`src/rtl/rw_responder.sv`:
```
// rw_responder
//
// Target-side responder for a single-cycle read/write strobe protocol.
// Write and read strobes are decoded into a small register file. Each
// accepted request is answered with a one-cycle `ready` pulse: one cycle
// after a write, READ_LAT cycles after a read, with read data alongside.
// Protocol violations set a sticky error flag. These violations are
// simultaneous strobes, and any strobe while a read is outstanding.
//
// Parameters
//   AW        address width; the register file holds 2**AW words
//   DW        data width
//   READ_LAT  read latency in cycles, 1..4
//
// Ports
//   clock   in   rising-edge clock
//   resetn  in   synchronous reset, active-low; clears state and memory
//   read    in   read strobe
//   write   in   write strobe
//   addr    in   request address [AW-1:0]
//   wdata   in   write data [DW-1:0]
//   ready   out  registered one-cycle acknowledge
//   rdata   out  read data [DW-1:0], valid with ready after a read, held otherwise
//   busy    out  a read is outstanding and not yet acknowledged
//   err     out  sticky protocol-error flag, cleared only by reset

module rw_responder #(
  parameter int AW       = 2,
  parameter int DW       = 8,
  parameter int READ_LAT = 2
) (
  input  logic          clock,
  input  logic          resetn,
  input  logic          read,
  input  logic          write,
  input  logic [AW-1:0] addr,
  input  logic [DW-1:0] wdata,
  output logic          ready,
  output logic [DW-1:0] rdata,
  output logic          busy,
  output logic          err
);

  localparam int DEPTH = 1 << AW;

  // Value loaded into the wait counter when a multi-cycle read is accepted.
  // The read completes on the edge where the counter reads 1. A 2-bit
  // counter therefore covers every latency up to 4 without wrapping.
  localparam logic [1:0] CNT_LOAD = 2'(READ_LAT - 1);

  typedef enum logic [1:0] {
    IDLE  = 2'd0,
    RWAIT = 2'd1,
    ACK   = 2'd2
  } state_t;

  state_t        state;
  logic [1:0]    cnt;
  logic [AW-1:0] raddr;
  logic [DW-1:0] mem [DEPTH];

  always_ff @(posedge clock) begin
    if (!resetn) begin
      state <= IDLE;
      cnt   <= 2'd0;
      raddr <= '0;
      ready <= 1'b0;
      rdata <= '0;
      err   <= 1'b0;
      for (int i = 0; i < DEPTH; i++) begin
        mem[i] <= '0;
      end
    end else begin
      ready <= 1'b0;
      case (state)
        // IDLE and ACK both accept a new request. This allows
        // back-to-back traffic in the acknowledge cycle.
        IDLE, ACK: begin
          if (read && write) begin
            // Simultaneous strobes: no access. In IDLE, the state stays
            // unchanged. In ACK, the state drops to IDLE so that no
            // second pulse follows.
            err   <= 1'b1;
            state <= IDLE;
          end else if (write) begin
            mem[addr] <= wdata;
            ready     <= 1'b1;
            state     <= ACK;
          end else if (read) begin
            raddr <= addr;
            if (READ_LAT == 1) begin
              rdata <= mem[addr];
              ready <= 1'b1;
              state <= ACK;
            end else begin
              cnt   <= CNT_LOAD;
              state <= RWAIT;
            end
          end else begin
            state <= IDLE;
          end
        end

        RWAIT: begin
          // A strobe that arrives while the read is pending is dropped, not
          // queued. The pending read still finishes on schedule.
          if (read || write) begin
            err <= 1'b1;
          end
          if (cnt == 2'd1) begin
            rdata <= mem[raddr];
            ready <= 1'b1;
            state <= ACK;
          end else begin
            cnt <= cnt - 2'd1;
          end
        end

        default: begin
          state <= IDLE;
        end
      endcase
    end
  end

  // Decoded straight from the state register, so it is still a registered
  // output with no path from the request inputs.
  assign busy = (state == RWAIT);

endmodule

```
`config.mk`:
```
export PLATFORM = sky130hd
export DESIGN_NAME = rw_responder
export DESIGN_NICKNAME = d
export VERILOG_FILES = /design/src/rtl/rw_responder.sv
export SDC_FILE = /design/constraint.sdc
export NUM_CORES = 1
export LEC_CHECK = 0
export CAP_MARGIN = 40
export CORE_MARGIN = 8
export CORE_UTILIZATION = 49
export CTS_CLUSTER_DIAMETER = 200
export CTS_CLUSTER_SIZE = 28
export DETAILED_ROUTE_END_ITERATION = 8
export PLACE_DENSITY_LB_ADDON = 0.1
export SLEW_MARGIN = 20
export SYNTH_ARGS = -nofsm -noshare
export SYNTH_HDL_FRONTEND = slang
export SYNTH_SLANG_ARGS = --single-unit
```
`constraint.sdc`:
```
create_clock -name clock -period 1.9 [get_ports clock]
set_input_delay 0.19 -clock clock [delete_from_list [all_inputs] [get_ports clock]]
set_output_delay 0.19 -clock clock [all_outputs]
set_load 0.005 [all_outputs]
```
# [After elaboration in Yosys (flattened, before gate mapping)]
# Memories as Yosys holds them, arrays and structs flattened. A register that Yosys moved wholly into a read port is not among the register bits.
# Index checks and enable logic that the tools add are counted.
[totals] n_memories=1 ff_bits=8 ramBits=32
[memory_table] memory="mem" words=4 word_bits=8 read_ports=1 rd_clocked_by_memory_dff=1 write_ports=4 line="60" rtl="logic [DW-1:0] mem [DEPTH];"
[op_classes] muxes=24 reduce_logical=11 eq_ne=10 n_bitwise=2 n_addsub=1
[op_table] op="2-bit 2-to-1 mux" n=8
[op_table] op="1-bit 2-to-1 mux" n=11
[op_table] op="2-bit inequality test (second input constant)" n=5
[op_table] op="8-bit 2-to-1 mux" n=1
[op_table] op="2-bit one-hot mux with 2 select lines" n=2
[op_table] op="8-bit OR reduction" n=1
[op_table] op="5-bit AND reduction" n=1
[op_table] op="2-bit by 1-bit == test with 1-bit output (second input constant)" n=2
[op_table] op="2-bit by 1-bit inequality test with 1-bit output (second input constant)" n=2
[op_table] op="1-bit one-hot mux with 2 select lines" n=2
[op_table] op="4-bit AND reduction" n=1
[op_table] op="3-bit AND reduction" n=1
[op_table] op="2-bit == test (second input constant)" n=1
[op_table] op="2-bit logical NOT" n=1
[op_table] op="1-bit NOT" n=2
[op_table] op="2-bit AND reduction" n=1
[op_table] op="2-bit nonzero test" n=1
[op_table] op="2-bit OR reduction" n=1
[op_table] op="2-bit by 1-bit subtractor with 2-bit output (second input constant)" n=1
[op_table] op="1-bit logical AND" n=1
[op_table] op="1-bit logical NOT" n=1
[op_table] op="1-bit logical OR" n=1

# [Logic depth before layout (Yosys ltp)]
# Gate-level depths: netlist (run 1).
[depth] depth_word=7 depth_mapped=7 depth_no_buf=5

# [Least setup slack after synthesis (run 1)]
# No wires, ideal clock.
[synth_path] kind="register to register" startpoint="register state[0]" endpoint="memory mem[2][0] (enable)" required_time_ps=1502 setup_slack_ps=-29 t_arrival_ps=1531 stages_incl_launch_ff=3 synth_period_minus_slack_ps=1929 path_cell_list="dfxtp_1 > buf_4 > o41ai_1"
[synth_lines] item="from (decl)" line="57" rtl="state_t state;"
[synth_lines] item="from (signal assigned)" line="64" rtl="state <= IDLE;"
[synth_lines] item="from (signal assigned)" line="84" rtl="state <= IDLE;"
[synth_lines] item="from (signal assigned)" line="88" rtl="state <= ACK;"
[synth_lines] item="to (decl)" line="60"

# [Final worst setup path (run 1)]
[layout_path] startpoint="register state[0]" endpoint="output busy"
[layout_between] elab_chain_cells=1
[layout_rtl] item="2-bit by 1-bit == test with 1-bit output" line="128" rtl="assign busy = (state == RWAIT);"
[layout_rtl] item="to (decl)" line="40" rtl="output logic busy,"
# No other way between the ends.

==> impl_metrics.tcl, run 1 <==
set metrics [dict create \
    fp-row-count 23 \
    min_period_over_period 0.908 \
    io_pins 25 \
    synthCells 148 \
    cts_resized 0 \
    syn_to_final_growth_pct 23.4 \
    place_congestion 0.795 \
    grt_antenna_before_repair 0 \
    worst_hold_path_type "reg -> reg" \
    hp-start "rdata[6]" \
    ys_ff_latch 48 \
    synth-edff-count 32 \
    syn-cell-area_sq_mm 0.00209 \
    grt_max_degree 17 \
    yosysUniqueCellTypes 31 \
    powerDensity_mw_per_mm2 765 \
    period_minus_slack_ns 1.72 \
    post_cts_buffers 0 \
    setup_viol 0 \
    vias_per_cell 5.14 \
    fin_util 0.635 \
    start_kind "flip-flop" \
    leakagePower_nw 0.958 \
    power.total_mw 1.97 \
    num_vias 1233 \
    drive_gt1_frac 0.205 \
    yosys_warnings 0 \
    wl_microns 3820 \
    cts_max_level 2 \
    fin_area_sq_mm 0.00258 \
    drcViolationCount 0 \
    core_sq_mm 0.00406 \
    clock_path_buffers 2 \
    status "complete, no violations" \
    n_antenna_cell 0 \
    firstDrtPassIters 4 \
    async_flop_share 0 \
    first_iter_violations 102 \
    hold_viol 0 \
    slew_viol_final 0 \
    globalRoute.totalOverflow 0 \
    grt_pass1_wl_microns 6090 \
    cts_tree "built" \
    nFillCells 311 \
    critical_path_class "reg -> out" \
    initial_utilization 0.515 \
    cts.sinks 48 \
    max-vdd-ir-drop_uv 572 \
    rr_endpoint "mem[2][0]" \
    end_kind "output port" \
    fin_setup_tns_ns 0 \
    synth_ff_type "edfxtp_1" \
    dp_hpwl_microns 2970 \
    place_worst_setup_slack_ns 0.157 \
    worst-r2r-cell-count 3 \
    clk_pin_slew_ns 0.09 \
    die_area_sq_mm 0.00661 \
    syn-num-nets 163 \
    max_freq_mhz 580 \
    ys_seq_area_frac 0.613 \
    worstPathArrival_ns 1.53 \
    path_max_fanout 8 \
    rr_startpoint "state[0]" \
    die-height_microns 81.3 \
    worst_slack_ns 0.176 \
    cp_data_required_time_ns 1.71 \
    rsz0062_at_grt "false" \
    grt_use_total 0.126 \
    max_slew.worst_pin.slew_ns 0.415 \
    ant_nets 0 \
    place_area_sq_mm 0.00249 \
    relSlewSlack 0.722 \
    maxCapViolations 0 \
    nNetsFinal 204 \
    fin_skew_ns 0.0101 \
    avgSynthCellArea_sq_um 14.1 \
    cts_buffers 5 \
    cts-root-buf "clkbuf_8" \
    holdBufCountCts 0 \
    min_path_cells 2 \
    io_buffers 24 \
    reg2reg_setup_slack_ns 0.41 \
    routedWlPerCell_microns 15.9 \
    holdPathEnd "rdata[6]" \
    die_x_microns 81.3 \
    grt_pass1_vias 1242 \
    clk-insertion-delay-late_ns 0.30 \
]
-- layout by cell type (no fill, tap or decap) --
cell	synthesis	routed
edfxtp_1	32	32
o21bai_1	1	1
o2bb2ai_1	8	8
a211oi_1	1	1
nor3b_1	1	1
clkdlybuf4s50_1	0	24
buf_4	1	16
nor3_2	1	1
nor3_1	2	2
nor2b_1	1	1
nand2b_1	3	3
o31ai_1	1	1
mux2i_1	2	2
o21a_1	2	2
o41ai_2	0	1
nor4b_4	1	1
nand2_1	9	9
nor2_1	8	8
a21oi_1	2	2
clkinv_4	0	1
and3b_1	1	1
and2_1	33	33
nor4_4	1	1
clkbuf_8	0	5
nor3b_2	2	2
inv_1	2	2
dfxtp_1	16	16
mux4_2	8	8
clkinv_2	0	2
nand3b_4	1	1
nor4bb_1	1	1
ha_1	1	1
-- worst max-delay path by stage --
stage                     startpoint   endpoint  slack [ns]
final                       state[0]       busy        0.18
after global routing        state[0]       busy         0.1
after CTS                   state[0]       busy        0.16
after detailed placement     addr[0]  mem[3][0]        0.16
after global placement       addr[0]  mem[3][1]        0.18
after floorplan             state[0]  mem[3][0]        0.30
-- metrics by stage --
| stage | instances | hold slack, ns |
|---|---|---|
| 3_3_place_gp | 232 | 0.447 |
| 4_1_cts | 240 | 0.467 |
| 6_report | 240 | 0.463 |
| 2_1_floorplan | 148 | 0.337 |
| 3_5_place_dp | 232 | 0.455 |
| 5_1_grt | 240 | 0.483 |
-- per-layer routing --
layer  GRT usage  vias up  routed length, microns
met1       0.149      583                    1670
met3      0.0464        5                     186
li1            -      623                       -
met2       0.205       22                    1920
met4      0.0429        0                      45
met5           0        -                       0
-- worst max-delay path, cell delays in order (launching register included) --
cell,delay [ns]
dfxtp_1,0.54
nor2b_1,0.18
clkdlybuf4s50_1,0.51
-- logic make-up (layout without fill, tap and decap cells) --
kind of cell,after synthesis,after routing,synth area share
AND/OR/NAND/NOR,65,65,0.207
AO/OA/AOI/OAI,16,16,0.0605
multiplexers,10,10,0.0958
adder cells (fa/ha/maj),1,1,0.00599
flip-flops,48,48,0.613
buffers and inverters,8,50,0.0180
-- cell type report --
cell class	count	area, sq um	area share
Timing Repair Buffer	40	360	0.140
Clock buffer	5	68.8	0.0267
Sequential cell	48	1280	0.497
Multi-Input combinational cell	92	778	0.302
Tap cell	50	62.6	0.0243
Clock inverter	3	18.8	0.00728
Inverter	2	7.51	0.00291
-- flip-flops by register name (all words and copies together) (netlist names) --
register  count
mem          32
state         2
cnt           2
err           1
raddr         2
rdata         8
ready         1
-- Yosys cell counts, types with 2 or more instances --
library cell | n | area share
nor3_1 | 2 | 0.0048
o21a_1 | 2 | 0.0072
mux2i_1 | 2 | 0.0096
nand2_1 | 9 | 0.016
a21oi_1 | 2 | 0.0048
nor3b_2 | 2 | 0.012
buf_2 | 3 | 0.0072
nor2_1 | 8 | 0.014
mux4_2 | 8 | 0.086
and2_1 | 33 | 0.099
edfxtp_1 | 32 | 0.46
o2bb2ai_1 | 8 | 0.034
dfxtp_1 | 16 | 0.15
nand2b_1 | 3 | 0.0090
inv_1 | 2 | 0.0036
-- power breakdown --
group | switching (mW) | total (mW) | internal [mW]
Combinational | 0.0911 | 0.200 | 0.109
Sequential | 0.0232 | 1.18 | 1.16
Clock | 0.334 | 0.590 | 0.257
Note: power is estimated with default switching activity, not from simulation.
==> inputs of run 2 (changes only) <==
- HOLD_SLACK_MARGIN: unset -> 0.03
==> results of run 2 <==
Same layout as run 1: the final DEF is identical, and so are final timing and power.
==> inputs of run 3 (changes only) <==
- CORE_MARGIN: 8 -> 5
- CORE_UTILIZATION: 49 -> 50
- DONT_BUFFER_PORTS: unset -> 1
==> run 3 against run 2 <==
Critical path depth up 1. Largest power group unchanged. Largest cell class unchanged. Wire length increased by 2.6%. Combinational power fell by 36%. Critical endpoint is now mem[1][6]. Worst setup slack improved by 0.079 ns. Worst hold slack worse by 0.42 ns. Global-route usage grew 3.6 points. First-iteration DRC count decreased by 54%. Sequential share of layout area grew 6.0 points. Clock power increased by 20%. Clock skew fell by 0.0076 ns.
==> impl_metrics.tcl, run 3 (synthesis gave the netlist of run 1 again) <==
set metrics [dict create \
    crit_path_max_incr_delay_ns 0.48 \
    post_cts_buffers 0 \
    grt_max_degree 16 \
    endpoint "mem[1][6]" \
    hold_ws_ns 0.0404 \
    end_kind "flip-flop" \
    io_pins 25 \
    globalRoute.totalOverflow 0 \
    fin_util 0.571 \
    start_kind "flip-flop" \
    reg2reg_setup_slack_ns 0.26 \
    cts_max_level 2 \
    cts_tree "built" \
    die-height_microns 74.6 \
    n_antenna_cell 0 \
    powerDensity_mw_per_mm2 878 \
    routed-wl-met3_microns 215 \
    largest_reg_flops 32 \
    grt_use_total 0.161 \
    fin_setup_tns_ns 0 \
    worst-r2r-cell-count 3 \
    firstDrtPassIters 4 \
    grt_pass1_vias 1205 \
    leakagePower_nw 0.836 \
    path_max_fanout 13 \
    period_minus_slack_ns 1.64 \
    core_sq_mm 0.00403 \
    grt_antenna_before_repair 0 \
    dp_hpwl_microns 2750 \
    max_freq_mhz 608 \
    power.share.clock 0.351 \
    routedWlPerCell_microns 18.9 \
    vias_per_cell 5.65 \
    rr_startpoint "state[0]" \
    p_seq_frac 0.586 \
    clk_pin_slew_ns 0.08 \
    power_frac_comb 0.063 \
    path_common_cell "nand2b_1" \
    place_congestion 0.784 \
    hold_viol 0 \
    drive_gt1_frac 0.185 \
    dr_wl_met2_microns 2070 \
    clk-insertion-delay-late_ns 0.30 \
    layout_commonest_cell "and2_1" \
    rr_endpoint "mem[1][6]" \
    clock_path_buffers 2 \
    grt_pass1_wl_microns 6220 \
    critical_path_class "reg -> reg" \
    slew_viol_final 0 \
    worst_path_max_delay_cell "dfxtp_1" \
    initial_utilization 0.519 \
    worst_hold_path_type "in -> reg" \
    nNetsFinal 171 \
    rsz0062_at_grt "false" \
    cp_data_required_time_ns 1.85 \
    worstPathArrival_ns 1.60 \
    relSlewSlack 0.626 \
    wl_microns 3920 \
    fp-row-count 23 \
    p_sw_frac 0.209 \
    drcViolationCount 0 \
    path_cells "nand2b_1 -> nor3_2 -> nand2b_1" \
    largest_registers "mem x32, rdata x8" \
    cts-root-buf "clkbuf_8" \
    io_buffers 0 \
    nFillCells 332 \
    max-vdd-ir-drop_uv 404 \
    ant_nets 0 \
    cts_buffers 5 \
    cts.sinks 48 \
    die_area_sq_mm 0.00557 \
    crit_start "state[0]" \
    max_slew.worst_pin.slew_ns 0.559 \
    fin_skew_ns 0.00257 \
    regMostFlops "mem" \
    drt-met1-wl_microns 1560 \
    internal_power_mw 1.60 \
    route.top_layer_used "met4" \
    mostFrequentLayoutCells "and2_1, edfxtp_1, dfxtp_1" \
    die_x_microns 74.6 \
    switchingPower_mw 0.422 \
    min_period_over_period 0.866 \
    num_vias 1169 \
    first_iter_violations 47 \
    syn_to_final_growth_pct 10.1 \
    setup_viol 0 \
    status "complete, no violations" \
    power.total_mw 2.02 \
    maxCapViolations 0 \
]
run 3: timing repair:
action / CTS / global route
hold buffers: 1 / 0
gates resized for setup: 0 / 0
endpoints found under the hold margin: 4 / 0
run 3: final cells by class:
type	count	area (sq um)	share of cell area
clock buffers	7	108	0.0468
clock inverters	1	8.76	0.00381
inverters	2	7.51	0.00326
multi-input cells	92	778	0.338
flip-flops and latches	48	1280	0.557
well taps	50	62.6	0.0272
repair buffers	7	55.1	0.0239
run 3: power groups by stage:
stage | Sequential [mW] | Clock, mW | Combinational (mW)
4_1_cts | 1.18 | 0.722 | 0.131
6_report | 1.18 | 0.709 | 0.128
5_1_grt | 1.19 | 0.769 | 0.140
3_5_place_dp | 1.21 | 0 | 0.127
3_3_place_gp | 1.21 | 0 | 0.122
2_1_floorplan | 1.19 | 0 | 0.107
run 3: how the worst min path moves through the flow:
stage            start  endpoint  slack (ns)  depth (start not counted)
6_report        resetn  rdata[5]        0.04                          2
3_3_place_gp    resetn       err        0.31                          1
4_1_cts         resetn  rdata[3]        0.03                          2
3_5_place_dp    resetn    cnt[1]        0.31                          1
5_1_grt         resetn  rdata[5]        0.04                          2
2_1_floorplan  addr[0]  raddr[0]        0.34                          2
run 3: worst max-delay path, delay by kind of cell (launching register included):
family	cells	cell delay [ns]
AND/OR/NAND/NOR	3	0.82
flip-flops	1	0.48
run 3: metrics by stage:
step / std cells / area [sq um] / worst slack [ns]
after CTS: 207 / 2300 / 0.220
after floorplan: 148 / 2100 / 0.304
after global placement: 198 / 2170 / 0.350
final: 207 / 2300 / 0.255
after detailed placement: 198 / 2170 / 0.256
after global routing: 207 / 2300 / 0.117
run 3: routing by layer:
layer | vias to the layer above | global-route usage
li1 | 556 | -
met1 | 582 | 0.184
met2 | 25 | 0.274
met3 | 6 | 0.0614
met4 | 0 | 0.0632
met5 | - | 0
